## src/rtl/tdm_demux_16_pkg.sv

```systemverilog
// Shared constants for the 16-channel TDM receive demultiplexer.
package tdm_demux_16_pkg;

  localparam int unsigned NCH  = 16;
  localparam int unsigned CH_W = 4;

  localparam logic [0:0] ST_HUNT   = 1'b0;
  localparam logic [0:0] ST_LOCKED = 1'b1;

endpackage

```

## src/rtl/tdm_demux_16_chan_counter.sv

```systemverilog
// Channel slot counter: clear, load-to-1 (frame start), increment with natural wrap 15->0.
module tdm_chan_counter
  import tdm_demux_16_pkg::*;
(
  input  logic            clk,
  input  logic            rst_n,
  input  logic            clr,
  input  logic            load1,
  input  logic            inc,
  output logic [CH_W-1:0] cnt,
  output logic            wrap
);

  logic [CH_W-1:0] cnt_q;
  logic [CH_W-1:0] cnt_d;

  always_comb begin
    cnt_d = cnt_q;
    if (clr)        cnt_d = '0;
    else if (load1) cnt_d = CH_W'(1);
    else if (inc)   cnt_d = cnt_q + CH_W'(1);
  end

  always_ff @(posedge clk or negedge rst_n) begin
    if (!rst_n) cnt_q <= '0;
    else        cnt_q <= cnt_d;
  end

  assign cnt  = cnt_q;
  assign wrap = (cnt_q == CH_W'(NCH - 1));

endmodule

```

## src/rtl/tdm_demux_16.sv

```systemverilog
// 16:1 TDM demultiplexer: gathers one sample per valid beat into a shadow frame,
// publishes complete frames atomically and tracks frame-sync alignment.
module tdm_demux_16
  import tdm_demux_16_pkg::*;
#(
  parameter int unsigned DATA_W = 1
) (
  input  logic                  clk,
  input  logic                  rst_n,
  input  logic [DATA_W-1:0]     din,
  input  logic                  din_valid,
  input  logic                  frame_sync,
  output logic [NCH*DATA_W-1:0] dout,
  output logic                  frame_valid,
  output logic [CH_W-1:0]       ch_idx,
  output logic                  locked,
  output logic                  sync_err
);

  logic [0:0]            state_q, state_d;
  logic [NCH*DATA_W-1:0] shadow_q, shadow_d;
  logic [NCH*DATA_W-1:0] dout_q, dout_d;
  logic                  frame_valid_q, frame_valid_d;
  logic                  sync_err_q, sync_err_d;

  logic [CH_W-1:0] cnt;
  logic            cnt_wrap;
  logic            cnt_clr, cnt_load1, cnt_inc;
  logic            wr_en;

  tdm_chan_counter u_cnt (
    .clk   (clk),
    .rst_n (rst_n),
    .clr   (cnt_clr),
    .load1 (cnt_load1),
    .inc   (cnt_inc),
    .cnt   (cnt),
    .wrap  (cnt_wrap)
  );

  always_comb begin
    state_d       = state_q;
    dout_d        = dout_q;
    frame_valid_d = 1'b0;
    sync_err_d    = 1'b0;
    cnt_clr       = 1'b0;
    cnt_load1     = 1'b0;
    cnt_inc       = 1'b0;
    wr_en         = 1'b0;

    if (din_valid) begin
      if (state_q == ST_HUNT) begin
        if (frame_sync) begin
          cnt_load1 = 1'b1;
          state_d   = ST_LOCKED;
        end
      end else if (frame_sync) begin
        // Sync always restarts at channel 0; mid-frame it also abandons the partial frame.
        sync_err_d = (cnt != '0);
        cnt_load1  = 1'b1;
      end else if (cnt == '0) begin
        sync_err_d = 1'b1;
        cnt_clr    = 1'b1;
        state_d    = ST_HUNT;
      end else begin
        wr_en   = 1'b1;
        cnt_inc = 1'b1;
        if (cnt_wrap) begin
          dout_d        = {din, shadow_q[(NCH-1)*DATA_W-1:0]};
          frame_valid_d = 1'b1;
        end
      end
    end
  end

  // Slot 0 is written by any frame start; other slots only by in-sequence beats.
  always_comb begin
    shadow_d = shadow_q;
    for (int unsigned k = 0; k < NCH; k++) begin
      if ((cnt_load1 && k == 0) || (wr_en && cnt == CH_W'(k)))
        shadow_d[k*DATA_W +: DATA_W] = din;
    end
  end

  always_ff @(posedge clk or negedge rst_n) begin
    if (!rst_n) begin
      state_q       <= ST_HUNT;
      shadow_q      <= '0;
      dout_q        <= '0;
      frame_valid_q <= 1'b0;
      sync_err_q    <= 1'b0;
    end else begin
      state_q       <= state_d;
      shadow_q      <= shadow_d;
      dout_q        <= dout_d;
      frame_valid_q <= frame_valid_d;
      sync_err_q    <= sync_err_d;
    end
  end

  assign dout        = dout_q;
  assign frame_valid = frame_valid_q;
  assign ch_idx      = cnt;
  assign locked      = (state_q == ST_LOCKED);
  assign sync_err    = sync_err_q;

endmodule

```

## config.mk

```make
export PLATFORM = sky130hd
export DESIGN_NAME = tdm_demux_16
export DESIGN_NICKNAME = d
export VERILOG_FILES = /design/src/rtl/tdm_demux_16_pkg.sv /design/src/rtl/tdm_demux_16_chan_counter.sv /design/src/rtl/tdm_demux_16.sv
export SDC_FILE = /design/constraint.sdc
export NUM_CORES = 1
export LEC_CHECK = 0
export ABC_CLOCK_PERIOD_IN_PS = 2900
export BUFFER_PORTS_ARGS = -buffer_cell sky130_fd_sc_hd__buf_2
export CAP_MARGIN = 20
export CORE_MARGIN = 2
export CORE_UTILIZATION = 40
export CTS_CLUSTER_SIZE = 28
export DETAILED_ROUTE_END_ITERATION = 8
export MAX_ROUTING_LAYER = met4
export PLACE_DENSITY = 0.68
export SYNTH_ARGS = -nofsm -noshare
export SYNTH_HDL_FRONTEND = slang
export SYNTH_SLANG_ARGS = --single-unit
export TNS_END_PERCENT = 20
```

## constraint.sdc

```tcl
create_clock -name clk -period 2.9 [get_ports clk]
set_input_delay 0.145 -clock clk [delete_from_list [all_inputs] [get_ports clk]]
set_output_delay 0.145 -clock clk [all_outputs]
set_load 0.01 [all_outputs]
```

# Yosys cells after proc, flatten, opt, wreduce, memory -nomap -nowiden
# Cells that the tools add are included.
dict set report totals {
  out_inout_bits 23
  inputBits 5
  reg_bits 38
}
dict set report op_classes {
  reduce_logical 20
  n_eq_ne 15
  n_bitwise 2
  addsub 1
  mux 23
}
# cell n
set op_table {}
lappend op_table {{$eq 4x4->1 const B} 8}
lappend op_table {{$mux 1} 20}
lappend op_table {{$eq 4x3->1 const B} 4}
lappend op_table {{$logic_and 1x1->1} 15}
lappend op_table {{$mux 4} 3}
lappend op_table {{$eq 4x2->1 const B} 2}
lappend op_table {{$reduce_and 5->1} 1}
lappend op_table {{$add 4x1->4 const B} 1}
lappend op_table {{$eq 4x1->1 const B} 1}
lappend op_table {{$logic_not 4->1} 1}
lappend op_table {{$reduce_bool 4->1} 1}
lappend op_table {{$reduce_bool 3->1} 1}
lappend op_table {{$not 1->1} 2}
lappend op_table {{$logic_or 1x1->1} 1}

# Longest topological paths before layout
dict set report depth {
  ltp_word 8
  ltp_mapped 8
  mapped_depth_nobuf 8
}

# Hierarchy
# Synthesis repeated with hierarchy kept, for this count alone.
dict set report unflattened {
  hier_cells 125
  area_unflattened_um2 1685.4
}
# module seq_area_each_um2 n_inst area_each_um2 cells_each
set modules_own_cells {}
lappend modules_own_cells {tdm_demux_16 850.8 1 1476.4 106}
lappend modules_own_cells {tdm_chan_counter 100.1 1 209.0 19}

# Least setup slack after synthesis
# Ideal clock, no wire load.
dict set report synth_path {
  path_kind {reg-to-reg}
  startpoint {register u_cnt.cnt_q[0], in the netlist u_cnt.cnt[0]}
  endpoint {register dout_q[10], in the netlist dout[10]}
  path_buffers 1
  t_arrival_ps 2083
  path_slack_ps 692
  path_stages_with_launch 9
  synth_period_minus_slack_ps 2208
  required_time_ps 2775
  path_cell_list {dfrtp_1 -> inv_1 -> ha_1 -> or3b_4 -> ha_1 -> nand4_4 -> nor2_4 -> buf_8 -> mux2_2}
}
dict set report synth_via {
  elab_chain_len 3
  elab_cells_between_ends 4
  cone_classes {1 x eq/ne; 1 x bitwise; 2 x reduce/logical}
}
# element line_no
set synth_rtl {}
lappend synth_rtl {{start, declared} tdm_demux_16_chan_counter.sv:14} ;# logic [CH_W-1:0] cnt_q;
lappend synth_rtl {{start signal, assigned} tdm_demux_16_chan_counter.sv:26} ;# else cnt_q <= cnt_d;
lappend synth_rtl {{$logic_not 4->1} tdm_demux_16.sv:61} ;# end else if (cnt == '0) begin
lappend synth_rtl {{$not 1->1 (no line)} -}
lappend synth_rtl {{$reduce_and 5->1 (no line) (*)} -}
lappend synth_rtl {{end signal, assigned} tdm_demux_16.sv:95} ;# dout_q <= dout_d;
lappend synth_rtl {{end, declared} tdm_demux_16.sv:22} ;# logic [NCH*DATA_W-1:0] dout_q, dout_d;
# Every way passes the cells marked *; elsewhere a longest branch is shown, timed or not.
# A chain may end at the register's enable or synchronous reset.

# Worst setup path after layout
dict set report layout_path {
  startpoint {register u_cnt.cnt_q[0], in the netlist u_cnt.cnt[0]}
  endpoint {register dout_q[3], in the netlist dout[3]}
}
# The elaborated chain is that of the path after synthesis.

==> impl_summary.md <==
Final layout
Once layout is complete, the utilization of the core stands at 48.3%. The net count of the finished layout is 171. The repair_antennas step left the layout with diodes totalling 0. Of the cells placed in the final design, the portion with a size suffix greater than 1 is 42.9%.

From synthesis to final layout, the design area changed by 15.1%.

Setup path
The internal reg-to-reg setup slack is 0.43 ns. The required time at the worst-slack endpoint is 3.07 ns. The slowest stage cell on the critical path is sky130_fd_sc_hd__dfrtp_1. Along the worst path, the maximum fanout reaches 16. The cell repeated most along the worst path is sky130_fd_sc_hd__ha_1. The cell count of the worst reg-to-reg path is 7. The worst setup path is captured at a register. Counting both buffers and inverters, the worst setup path holds a total of 1. The endpoint of the most critical register-to-register path is dout[3]. Traced cell by cell, the critical path runs through inv_1 > ha_1 > or3b_4 > ha_1 > nand4_4 > nor2_4 > mux2_2.

The largest single stage delay on the critical path is 0.44 ns. In this design, the largest share of critical-path delay is due to simple AND/OR/NAND/NOR gates. The startpoint of the most critical setup path is u_cnt.cnt[0].

The launching point of the worst reg2reg path is u_cnt.cnt[0]. The data arrival time of the critical path is 2.65 ns. The class of the most critical setup path is reg -> reg. The nature of the critical path startpoint is a register.

GRT
The number of global-route vias before repair is 1,134. Summed over all layers, the global routing overflow is 0. The largest net degree at the start of global routing is 39.

The global-route wire length before repair is 5420 microns. The number of antenna violations at the first check in global routing came to 0. The combined global-route utilization of all metal layers is 14.7%.

Status
The run finished with clean final reports.

CTS
Clock-pin slew was measured on the worst setup and hold paths at 0.07 ns. The number of clock buffers added by TritonCTS is 5. The number of cells upsized or downsized after cts is 0.

The maximum clock path buffer count is 2. The CTS root buffer is sky130_fd_sc_hd__clkbuf_8. The number of hold buffers added after CTS is 1. The H-tree was split into 2 levels. The clock net in this run drives a total of 38 sinks. The clock reaches the later pin of the worst-skew pair after 0.29 ns. The setup fix buffers added after clock tree synthesis is 0. TritonCTS built the clock tree.

Hold path
The depth of the worst hold-timing path is 2. The path with the worst hold slack has its endpoint at frame_valid. The startpoint identified for the worst hold timing path is frame_sync.

The path class of the tightest hold or removal check is in -> reg.

Die
The number of standard-cell rows in the floorplan is 23. The total area inside the core boundary comes to 4060 sq um. The overall die area is 4790 sq um. In this run the horizontal extent of the chip is 69.2 microns. The count of boundary I/O pins is 28. The die height is 69.2 microns. The effective utilization at floorplan is 41.9%.

Synth
Among all flip-flop cells after synthesis, the most frequent one is sky130_fd_sc_hd__dfrtp_1. By area the synthesized netlist is led by sky130_fd_sc_hd__dfrtp_1 (56%), sky130_fd_sc_hd__mux2_2 (21%), sky130_fd_sc_hd__ha_1 (4.4%). The cell area after technology mapping is 1700 sq um.

The flip-flop and latch count after synthesis is 38. The fraction of synthesis flops using an asynchronous set or reset pin is 100%. Counting every net in the synthesized netlist gives 142. Of the post-synthesis cell area, the dominant cell type holds 55.9%. Sequential cells were found to cover 55.9% of the synthesized design area. The number of enable flip-flop cells after synthesis is 0. The count of mapped cells out of synthesis is 131. The synthesized area per cell is 13.0 sq um. The distinct cell type count after synthesis is 28. The Yosys step of the flow raised 0 warnings. The most area-hungry cell type in the Yosys netlist is sky130_fd_sc_hd__dfrtp_1.

Timing
For the final routed database, the setup TNS stands at 0 ns. The worst path uses 85.2% of the clock period. The post-route minimum period is 2.47 ns. The minimum hold slack is 0.0848 ns. The number of hold violations in the final report is 0. The transition at the pin with the smallest max-transition slack is 0.816 ns. The peak clock frequency supported by timing is 405 MHz. Setup repair after global routing left no endpoint under its margin. The clock arrives with 0.00542 ns of skew. Setup violations remaining at the end of the flow were counted as 0.

Headroom to the max-slew limit came out at 45.6%. The count of final max-slew check failures is 0.

Detailed routing
The via total after detailed routing is 1,077. Summed over all nets, wire length on met3 after detailed routing comes to 161 microns. The number of vias per cell is 5.10. The detailed-route wire length is 3080 microns. After detailed routing, the met2 layer carries 1510 microns of wire. After detailed routing, the average wire length per cell comes to 14.6 microns. In this run the top signal layer used is met4.

The count of nets left with antenna violations after detail routing is 0. For this run, the detailed router's first-pass iteration total came to 4. For this block, the initial DRC count from the detailed router was 63. After detailed routing, the wire length on met1 is 1350 microns. The number of DRC violations after detailed routing is 0.

Job
The total of max-cap violations is 0.

Place
The count of buffers from port buffering is 27. The detailed placement HPWL is 2180 microns. The congestion estimate from routability-driven global placement came to 0.860.

Pwr
Across the VDD grid, the largest voltage drop is 0.355 mV. Summed over all cells, the static leakage comes to 1.01 nW. Power spread over the standard cell area amounts to 675 nW/um^2.
[worst max-delay path by stage]
stage	endpoint	slack [ns]	cells past startpoint
3_5_place_dp	dout[5]	0.46	7
2_1_floorplan	dout[10]	0.69	8
6_report	dout[3]	0.43	7
3_3_place_gp	dout[7]	0.60	7
5_1_grt	dout[9]	0.30	7
4_1_cts	dout[2]	0.45	7
[registers in the layout, summed over array words and instances, names as in the netlist]
signal / cells
dout: 16
shadow_q: 15
u_cnt.cnt: 4
frame_valid: 1
locked: 1
sync_err: 1
[cell usage after synthesis (2+ instances only)]
| library cell | instances |
|---|---|
| sky130_fd_sc_hd__nand2_1 | 3 |
| sky130_fd_sc_hd__nand4_1 | 3 |
| sky130_fd_sc_hd__ha_1 | 6 |
| sky130_fd_sc_hd__buf_4 | 3 |
| sky130_fd_sc_hd__nand3_1 | 3 |
| sky130_fd_sc_hd__inv_1 | 5 |
| sky130_fd_sc_hd__nor2_1 | 14 |
| sky130_fd_sc_hd__dfrtp_1 | 38 |
| sky130_fd_sc_hd__nor3_1 | 4 |
| sky130_fd_sc_hd__a21oi_1 | 3 |
| sky130_fd_sc_hd__mux2_2 | 31 |
| sky130_fd_sc_hd__a31oi_1 | 2 |
[layout by cell type, fill, tap and decap left out, drive strengths merged]
cell type / count
clkinv: 1
nand3: 3
dlygate4sd3: 1
buf: 27
a21oi: 3
a21o: 1
nand2b: 1
and3: 1
or3b: 1
a2bb2oi: 1
o21ai: 1
nand4: 4
o22ai: 1
or3: 1
mux2: 31
nand2: 3
nor3: 4
or2b: 1
clkbuf: 6
a31oi: 2
inv: 5
clkinvlp: 1
mux2i: 1
ha: 6
xor2: 1
nor2: 15
dfrtp: 38
[routing by layer]
metal | GRT usage (%) | vias up
li1 | - | 515
met1 | 17.1 | 524
met2 | 22.6 | 31
met3 | 6.10 | 7
met4 | 5.66 | 0
met5 | - | -
[worst register-to-register path: stages (launching register included)]
cell	delay (ns)
sky130_fd_sc_hd__dfrtp_1	0.44
sky130_fd_sc_hd__inv_1	0.11
sky130_fd_sc_hd__ha_1	0.22
sky130_fd_sc_hd__or3b_4	0.24
sky130_fd_sc_hd__ha_1	0.33
sky130_fd_sc_hd__nand4_4	0.19
sky130_fd_sc_hd__nor2_4	0.42
sky130_fd_sc_hd__mux2_2	0.39
[kinds of logic (layout without fill, tap and decap cells)]
logic type                 after synthesis  after routing  share of synthesized area [%]
xor gates and xnor gates                 1              1                          0.515
buffers and inverters                   11             41                           3.82
DFF                                     38             38                           55.9
muxes                                   32             32                           21.1
adders and majority gates                6              6                           4.41
and+or+nand+nor                         34             34                           11.0
AOI/OAI and AO/OA                        9              9                           3.24
[layout make-up]
type,instances,area (sq um)
clock buffers,6,82.6
clock inverters,2,12.5
fillers,358,2100
inverters,5,18.8
multi-input cells,82,686
flip-flops and latches,38,951
well taps,50,62.6
repair buffers,28,145
[power by group]
part / internal, mW / switching [mW] / leakage [nW] / total [mW]
Combinational: 0.127 / 0.144 / 0.453 / 0.271
Clock: 0.191 / 0.182 / 0.0472 / 0.372
Sequential: 0.598 / 0.0801 / 0.513 / 0.679
[through the flow]
| step | worst slack, ns | power, mW | cells | area [sq um] |
|---|---|---|---|---|
| after floorplan | 0.692 | 0.875 | 131 | 1700 |
| final | 0.429 | 1.32 | 211 | 1960 |
| after detailed placement | 0.455 | 0.958 | 202 | 1850 |
| after CTS | 0.450 | 1.33 | 211 | 1960 |
| after global placement | 0.597 | 0.944 | 202 | 1850 |
| after global routing | 0.303 | 1.41 | 211 | 1960 |
(Power assumes the default switching activity.)
